`src/rtl/bus_bridge_req_arbiter_pkg.sv`:
```
// Shared types and constants for the bus bridge request arbiter:
// request/response payloads, arbiter state encoding and id helpers.
package bus_bridge_pkg;

  localparam int unsigned ARB_MAX_REQ = 8;
  localparam int unsigned ARB_ID_W    = 3;

  typedef struct packed {
    logic        is_write;
    logic [15:0] addr;
    logic [7:0]  data;
  } bus_bridge_req_t;

  typedef struct packed {
    logic       is_write;
    logic [7:0] read_data;
  } bus_bridge_resp_t;

  typedef enum logic [1:0] {
    ARB_IDLE,
    ARB_ISSUE,
    ARB_WAIT_RESP,
    ARB_RETURN
  } arb_state_t;

  // Requester index reached by stepping 'offset' places past 'last', wrapping at n.
  function automatic logic [ARB_ID_W-1:0] rr_next(input logic [ARB_ID_W-1:0] last,
                                                  input int unsigned offset,
                                                  input int unsigned n);
    return ARB_ID_W'((32'(last) + offset) % n);
  endfunction

endpackage

```
`src/rtl/bus_bridge_req_arbiter_if.sv`:
```
// Handshake/payload bundle between the upstream requesters, the arbiter and
// the downstream bridge master. 'slave' is the arbiter's view; 'master' is the
// view of the surrounding requesters and bridge.
interface bus_bridge_req_arbiter_if #(
  parameter int unsigned NUM_REQ = 4
);
  import bus_bridge_pkg::*;

  logic             [NUM_REQ-1:0] up_req_valid;
  logic             [NUM_REQ-1:0] up_req_ready;
  bus_bridge_req_t  [NUM_REQ-1:0] up_req_payload;
  logic             [NUM_REQ-1:0] up_resp_valid;
  logic             [NUM_REQ-1:0] up_resp_ready;
  bus_bridge_resp_t               up_resp_payload;

  logic             dn_req_valid;
  logic             dn_req_ready;
  bus_bridge_req_t  dn_req_payload;
  logic             dn_resp_valid;
  logic             dn_resp_ready;
  bus_bridge_resp_t dn_resp_payload;

  modport master (
    output up_req_valid, up_req_payload, up_resp_ready,
    output dn_req_ready, dn_resp_valid, dn_resp_payload,
    input  up_req_ready, up_resp_valid, up_resp_payload,
    input  dn_req_valid, dn_req_payload, dn_resp_ready
  );

  modport slave (
    input  up_req_valid, up_req_payload, up_resp_ready,
    input  dn_req_ready, dn_resp_valid, dn_resp_payload,
    output up_req_ready, up_resp_valid, up_resp_payload,
    output dn_req_valid, dn_req_payload, dn_resp_ready
  );

endinterface

```
`src/rtl/bus_bridge_req_arbiter_rr_pick.sv`:
```
// Combinational round-robin search: first set request bit starting one place
// after the last grant, wrapping at NUM_REQ.
module bus_arb_rr_pick
  import bus_bridge_pkg::*;
#(
  parameter int unsigned NUM_REQ = 4
) (
  input  logic [NUM_REQ-1:0]  req,
  input  logic [ARB_ID_W-1:0] last_grant,
  output logic [ARB_ID_W-1:0] winner,
  output logic                valid
);

  // Widened to the id range so any 3-bit id can index it directly.
  logic [ARB_MAX_REQ-1:0] req_ext;
  logic [ARB_ID_W-1:0]    cand;

  // Scan NUM_REQ candidates in priority order; the first hit wins.
  always_comb begin
    req_ext = ARB_MAX_REQ'(req);
    valid   = 1'b0;
    winner  = '0;
    cand    = '0;
    for (int unsigned i = 1; i <= NUM_REQ; i++) begin
      cand = rr_next(last_grant, i, NUM_REQ);
      if (!valid && req_ext[cand]) begin
        valid  = 1'b1;
        winner = cand;
      end
    end
  end

endmodule

```
`src/rtl/bus_bridge_req_arbiter.sv`:
```
// Round-robin request arbiter in front of a single-outstanding bus bridge.
// Accepts one upstream request, forwards it downstream, waits for the
// response and returns it to the owning requester before arbitrating again.
// Optional per-requester transaction counters: define BUS_ARB_STATS_EN.
module bus_bridge_req_arbiter
  import bus_bridge_pkg::*;
#(
  parameter int unsigned NUM_REQ = 4,
  parameter int unsigned CNT_W   = 16
) (
  input  logic                         clk,
  input  logic                         rst_n,
  bus_bridge_req_arbiter_if.slave      bus,
  output logic                         busy,
  output logic [ARB_ID_W-1:0]          owner_id
`ifdef BUS_ARB_STATS_EN
  ,
  output logic [NUM_REQ-1:0][CNT_W-1:0] txn_count
`endif
);

  arb_state_t             state, state_n;
  logic [ARB_ID_W-1:0]    owner;
  logic [ARB_ID_W-1:0]    last_grant;
  bus_bridge_req_t        req_lat;
  bus_bridge_resp_t       resp_lat;
  bus_bridge_req_t        sel_payload;
  logic [ARB_ID_W-1:0]    pick_winner;
  logic                   pick_valid;
  logic [ARB_MAX_REQ-1:0] resp_ready_ext;
  logic                   accept;
  logic                   resp_take;
  logic                   ret_hs;

  bus_arb_rr_pick #(
    .NUM_REQ (NUM_REQ)
  ) u_pick (
    .req        (bus.up_req_valid),
    .last_grant (last_grant),
    .winner     (pick_winner),
    .valid      (pick_valid)
  );

  // Payload of the current round-robin winner.
  always_comb begin
    sel_payload = '0;
    for (int unsigned i = 0; i < NUM_REQ; i++) begin
      if (ARB_ID_W'(i) == pick_winner) begin
        sel_payload = bus.up_req_payload[i];
      end
    end
  end

  // Next-state and handshake outputs, all derived from the registered state.
  always_comb begin
    state_n           = state;
    bus.up_req_ready  = '0;
    bus.up_resp_valid = '0;
    bus.dn_req_valid  = 1'b0;
    bus.dn_resp_ready = 1'b0;
    accept            = 1'b0;
    resp_take         = 1'b0;
    ret_hs            = 1'b0;
    resp_ready_ext    = ARB_MAX_REQ'(bus.up_resp_ready);
    case (state)
      ARB_IDLE: begin
        // Held off while in reset so no accept is visible during rst_n low.
        if (pick_valid && rst_n) begin
          bus.up_req_ready = NUM_REQ'(ARB_MAX_REQ'(1) << pick_winner);
          accept           = 1'b1;
          state_n          = ARB_ISSUE;
        end
      end
      ARB_ISSUE: begin
        bus.dn_req_valid = 1'b1;
        if (bus.dn_req_ready) begin
          state_n = ARB_WAIT_RESP;
        end
      end
      ARB_WAIT_RESP: begin
        bus.dn_resp_ready = 1'b1;
        if (bus.dn_resp_valid) begin
          resp_take = 1'b1;
          state_n   = ARB_RETURN;
        end
      end
      ARB_RETURN: begin
        bus.up_resp_valid = NUM_REQ'(ARB_MAX_REQ'(1) << owner);
        if (resp_ready_ext[owner]) begin
          ret_hs  = 1'b1;
          state_n = ARB_IDLE;
        end
      end
      default: state_n = ARB_IDLE;
    endcase
  end

  // State, ownership and payload registers.
  always_ff @(posedge clk or negedge rst_n) begin
    if (!rst_n) begin
      state      <= ARB_IDLE;
      owner      <= '0;
      last_grant <= ARB_ID_W'(NUM_REQ - 1);
      req_lat    <= '0;
      resp_lat   <= '0;
    end else begin
      state <= state_n;
      if (accept) begin
        owner   <= pick_winner;
        req_lat <= sel_payload;
      end
      if (resp_take) begin
        resp_lat <= bus.dn_resp_payload;
      end
      if (ret_hs) begin
        last_grant <= owner;
      end
    end
  end

  assign bus.dn_req_payload  = req_lat;
  assign bus.up_resp_payload = resp_lat;
  assign busy                = (state != ARB_IDLE);
  assign owner_id            = owner;

`ifdef BUS_ARB_STATS_EN
  // Saturating count of completed transactions per requester.
  always_ff @(posedge clk or negedge rst_n) begin
    if (!rst_n) begin
      txn_count <= '0;
    end else if (ret_hs) begin
      for (int unsigned i = 0; i < NUM_REQ; i++) begin
        if (ARB_ID_W'(i) == owner && txn_count[i] != '1) begin
          txn_count[i] <= txn_count[i] + CNT_W'(1);
        end
      end
    end
  end
`endif

endmodule

```
`src/flat_wrapper.sv`:
```
// flat-port wrapper written by rule: the top's interface ports become plain ports
module bus_bridge_req_arbiter_flat import bus_bridge_pkg::*;
#(
  parameter int unsigned NUM_REQ = 4,
  parameter int unsigned CNT_W   = 16
)
  (clk, rst_n, busy, owner_id, bus_up_req_valid, bus_up_req_payload, bus_up_resp_ready, bus_dn_req_ready, bus_dn_resp_valid, bus_dn_resp_payload, bus_up_req_ready, bus_up_resp_valid, bus_up_resp_payload, bus_dn_req_valid, bus_dn_req_payload, bus_dn_resp_ready);
  bus_bridge_req_arbiter_if #(.NUM_REQ(NUM_REQ)) bus_i ();
  input  logic clk;
  input  logic rst_n;
  output logic busy;
  output logic [ARB_ID_W-1:0] owner_id;
  input wire logic [$bits(bus_i.up_req_valid)-1:0] bus_up_req_valid;
  input wire logic [$bits(bus_i.up_req_payload)-1:0] bus_up_req_payload;
  input wire logic [$bits(bus_i.up_resp_ready)-1:0] bus_up_resp_ready;
  input wire logic [$bits(bus_i.dn_req_ready)-1:0] bus_dn_req_ready;
  input wire logic [$bits(bus_i.dn_resp_valid)-1:0] bus_dn_resp_valid;
  input wire logic [$bits(bus_i.dn_resp_payload)-1:0] bus_dn_resp_payload;
  output wire logic [$bits(bus_i.up_req_ready)-1:0] bus_up_req_ready;
  output wire logic [$bits(bus_i.up_resp_valid)-1:0] bus_up_resp_valid;
  output wire logic [$bits(bus_i.up_resp_payload)-1:0] bus_up_resp_payload;
  output wire logic [$bits(bus_i.dn_req_valid)-1:0] bus_dn_req_valid;
  output wire logic [$bits(bus_i.dn_req_payload)-1:0] bus_dn_req_payload;
  output wire logic [$bits(bus_i.dn_resp_ready)-1:0] bus_dn_resp_ready;
  assign bus_i.up_req_valid = bus_up_req_valid;
  assign bus_i.up_req_payload = bus_up_req_payload;
  assign bus_i.up_resp_ready = bus_up_resp_ready;
  assign bus_i.dn_req_ready = bus_dn_req_ready;
  assign bus_i.dn_resp_valid = bus_dn_resp_valid;
  assign bus_i.dn_resp_payload = bus_dn_resp_payload;
  assign bus_up_req_ready = bus_i.up_req_ready;
  assign bus_up_resp_valid = bus_i.up_resp_valid;
  assign bus_up_resp_payload = bus_i.up_resp_payload;
  assign bus_dn_req_valid = bus_i.dn_req_valid;
  assign bus_dn_req_payload = bus_i.dn_req_payload;
  assign bus_dn_resp_ready = bus_i.dn_resp_ready;
  bus_bridge_req_arbiter #(.NUM_REQ(NUM_REQ), .CNT_W(CNT_W)) u_core (.clk(clk), .rst_n(rst_n), .bus(bus_i), .busy(busy), .owner_id(owner_id));
endmodule
```
`config.mk`:
```
export PLATFORM = sky130hd
export DESIGN_NAME = bus_bridge_req_arbiter_flat
export DESIGN_NICKNAME = d
export VERILOG_FILES = /design/src/rtl/bus_bridge_req_arbiter_pkg.sv /design/src/rtl/bus_bridge_req_arbiter_if.sv /design/src/rtl/bus_bridge_req_arbiter_rr_pick.sv /design/src/rtl/bus_bridge_req_arbiter.sv /design/src/flat_wrapper.sv
export SDC_FILE = /design/constraint.sdc
export NUM_CORES = 1
export LEC_CHECK = 0
export CAP_MARGIN = 10
export CORE_MARGIN = 3
export CORE_UTILIZATION = 25
export CTS_CLUSTER_DIAMETER = 200
export CTS_CLUSTER_SIZE = 24
export DETAILED_ROUTE_END_ITERATION = 7
export PLACE_DENSITY = 0.74
export SLEW_MARGIN = 0
export SYNTH_ARGS = -nofsm -noshare
export SYNTH_HDL_FRONTEND = slang
export SYNTH_SLANG_ARGS = --single-unit
```
`constraint.sdc`:
```
create_clock -name clk -period 3.2 [get_ports clk]
set_input_delay 0.96 -clock clk [delete_from_list [all_inputs] [get_ports clk]]
set_output_delay 0.96 -clock clk [all_outputs]
set_load 0.05 [all_outputs]
```
==> run_results.csv <==
group,metric,value,unit
outcome,status,"completed",
global_routing,grt_max_degree,34,
global_routing,grt_overflow,0,
clock_tree,clk_pin_slew_worst_paths,80,ps
critical_path,worstPathArrival,2190,ps
global_routing,busiest_layer,"met2",
clock_tree,cts_tree,"built",
drt,wl_per_cell,16.4,µm
placed_design,hpwl,6530,µm
critical_path,worstReg2RegEnd,"u_core.bus.dn_req_payload[10]",
critical_path,cp_num_buf_inv,2,
critical_path,crit_path_max_incr_delay,470,ps
final_layout,final_common_cell,"clkdlybuf4s50_1",
floorplan,rows,34,
floorplan,start_util,26.3,%
yosys,synth_xor_area_share,0,%
yosys,synth.distinct_cells,38,
timing,finalCritPeriodShare,98.3,%
yosys,synthSimpleGateAreaFrac,5.77,%
timing,tightest_slew,531,ps
global_routing,grt_pass1_wl,12300,µm
yosys,yosys_warnings,0,
drt,wirelength,7980,µm
global_routing,use_met3,4.40,%
timing,slew_headroom,64.5,%
floorplan,io_pins,169,
yosys,synth_top_area_cell,"dfrtp_1",
clock_tree,root_buffer,"clkbuf_8",
clock_tree,cts_inserted_buffers,5,
critical_path,r2r.worst_path.cells,6,
hold_path,hold_class,"register to register",
global_routing,grt_usage,14.9,%
drt,drc,0,
timing,slew_violations,0,
critical_path,r2r_start,"u_core.last_grant[1]",
yosys,syn_nets,321,
power,p_leak,0.00181,µW
final_layout,layout_common_cells,"clkdlybuf4s50_1 (158), dfrtp_1 (38), buf_4 (21)",
placed_design,gp_congestion,0.789,
global_routing,grt_pass1_vias,2517,
critical_path,crit_chain,"clkdlybuf4s15_1, or4_4, and3_4, and3_4, buf_8",
timing,min_period,3150,ps
floorplan,die_w,103,µm
yosys,synth-async-reset-ratio,100,%
clock_tree,htreeDepth,2,
yosys,synth_top_area_share,40.6,%
timing,max_freq,0.318,GHz
drt,viasPerCell,4.85,
final_layout,syn_to_final_growth,88.7,%
critical_path,critical_path_class,"input pin to output port",
final_layout,nFillCells,810,
yosys,avgSynthCellArea,12.0,µm²
yosys,synth_cells,196,
yosys,synth_mux_area_share,26.5,%
critical_path,crit_path_start_kind,"input pin",
critical_path,required,2240,ps
floorplan,design.die.area,10600,µm²
floorplan,core,8890,µm²
clock_tree,max-clock-path-buffers,2,
yosys,yosysSeqAreaShare,42.8,%
drt,vias,2367,
flow_run,cap_viol_max_count,0,
final_layout,insertedDiodeCount,0,
global_routing,grt_antenna_before_repair,0,
final_layout,layout.nets,504,
global_routing,grtUsageMet1,16.4,%
final_layout,final_area,4420,µm²
clock_tree,clkSinkCount,40,
power,p_per_area,895,nW/µm²
timing,fin_skew,4.08,ps
yosys,syn_area,2340,µm²
placed_design,postPlaceCellArea,4280,µm²
yosys,yosys.area_share.adder,2.14,%
drt,final_antenna_net_count,0,
placed_design,numPortBuffers,167,
yosys,synth_area_leaders,"dfrtp_1 (41%), mux2_2 (9.6%), mux4_2 (9.6%)",
critical_path,cp_max_fo,4,
critical_path,ff2ff_setup_slack,880,ps
yosys,synth-compound-area-share,19.3,%
yosys,ys_seq_elements,40,
floorplan,fp.dieH,103,µm
timing,setup_tns,0,ps
clock_tree,clkLatencyLatePin,280,ps
drt,drt-initial-drc-count,62,
yosys,ys.flop_type,"dfrtp_1",
timing,setup_viol,0,
critical_path,cp_common_cell,"and3_4",
final_layout,layout-drive-gt1-share,22.4,%
global_routing,met2_usage,27.8,%
timing,rsz0062_at_grt,"false",
yosys,synth_top_family_by_area,"multiplexers",
drt,firstDrtPassIters,4,
critical_path,worstSetupEndpointType,"output port",
yosys,synth_edf_count,0,
critical_path,path_delay_family,"simple AND/OR/NAND/NOR gates",
power,vdd_ir_drop_max,0.348,mV
critical_path,cp-startpoint,"bus_up_req_valid[1]",
critical_path,crit_end,"bus_up_req_ready[1]",
critical_path,worst_path_max_delay_cell,"or4_4",
timing,timing.final.hold_violations,0,
critical_path,path_depth,5,
## logic make-up after synthesis
family,Yosys count
muxes,47
other,1
and+or+nand+nor,25
adders and majority gates,4
buffers and inverters,18
DFF,40
AOI/OAI and AO/OA,61
## cells in the mapped netlist, types with 5 or more instances
library cell and instances:
mux4_2 10, mux2_2 20, a22oi_1 16, buf_2 5, nand2_1 7, mux2i_1 17
o21ai_0 17, dfrtp_1 38, inv_1 5, clkbuf_1 6, a2bb2oi_1 16
## through the flow
step | total power (µW) | cells | hold slack, ps | setup WS, ps | utilization [%]
after floorplan | 2680 | 196 | 528 | -138 | -
after global placement | 3560 | 476 | 487 | -367 | 48.1
after detailed placement | 3620 | 476 | 493 | -425 | 48.1
after CTS | 4000 | 488 | 510 | 9.85 | 49.8
after global routing | 4200 | 488 | 526 | 0.703 | 49.7
final | 3950 | 488 | 508 | 54.6 | 49.7
## state kept, by name, indices dropped and copies added (netlist names)
register,cells
u_core.state,2
u_core.owner_id,2
u_core.last_grant,2
u_core.bus.dn_req_payload,25
u_core.bus.up_resp_payload,9
## cell type report
cell class | count | area, µm² | share of cell area, %
sequential | 40 | 1000 | 22.7
clock buffer | 6 | 82.6 | 1.87
inverter | 5 | 18.8 | 0.425
timing repair buffer | 189 | 1860 | 42.2
multi-input combinational | 138 | 1310 | 29.5
clock inverter | 2 | 10.0 | 0.226
tap | 108 | 135 | 3.06
## timing repair
| item | 4_1_cts | 5_1_grt |
|---|---|---|
| pin swaps | 6 | 4 |
| gates cloned | 0 | 0 |
| endpoints found under the hold margin | 0 | 0 |
| hold buffers | 0 | 0 |
| setup endpoints to repair | 4 | 4 |
| setup buffers | 4 | 0 |
| gates resized for setup | 16 | 6 |
## worst min path at each step
stage	cells after the start	slack [ps]	endpoint	startpoint
finish	1	510	u_core.bus.dn_req_payload[8]	u_core.bus.dn_req_payload[8]
detailed placement	1	490	u_core.bus.up_resp_payload[0]	u_core.bus.up_resp_payload[0]
global placement	1	490	u_core.bus.up_resp_payload[0]	u_core.bus.up_resp_payload[0]
global route	1	530	u_core.bus.up_resp_payload[6]	u_core.bus.up_resp_payload[6]
floorplan	1	530	u_core.state[0]	u_core.state[0]
CTS	1	510	u_core.bus.up_resp_payload[0]	u_core.bus.up_resp_payload[0]
## where the power goes
group	leakage [µW]	switching [µW]	internal, µW	total [µW]
clock	0.0000510	173	172	345
combinational	0.00128	1550	1140	2690
sequential	0.000483	163	762	925
## per-layer routing
layer,part of all wire (%),wire length (µm)
met4,0.88,70
met5,0,0
met1,37,2990
met3,9.2,738
met2,52,4180
(Power assumes the default switching activity.)
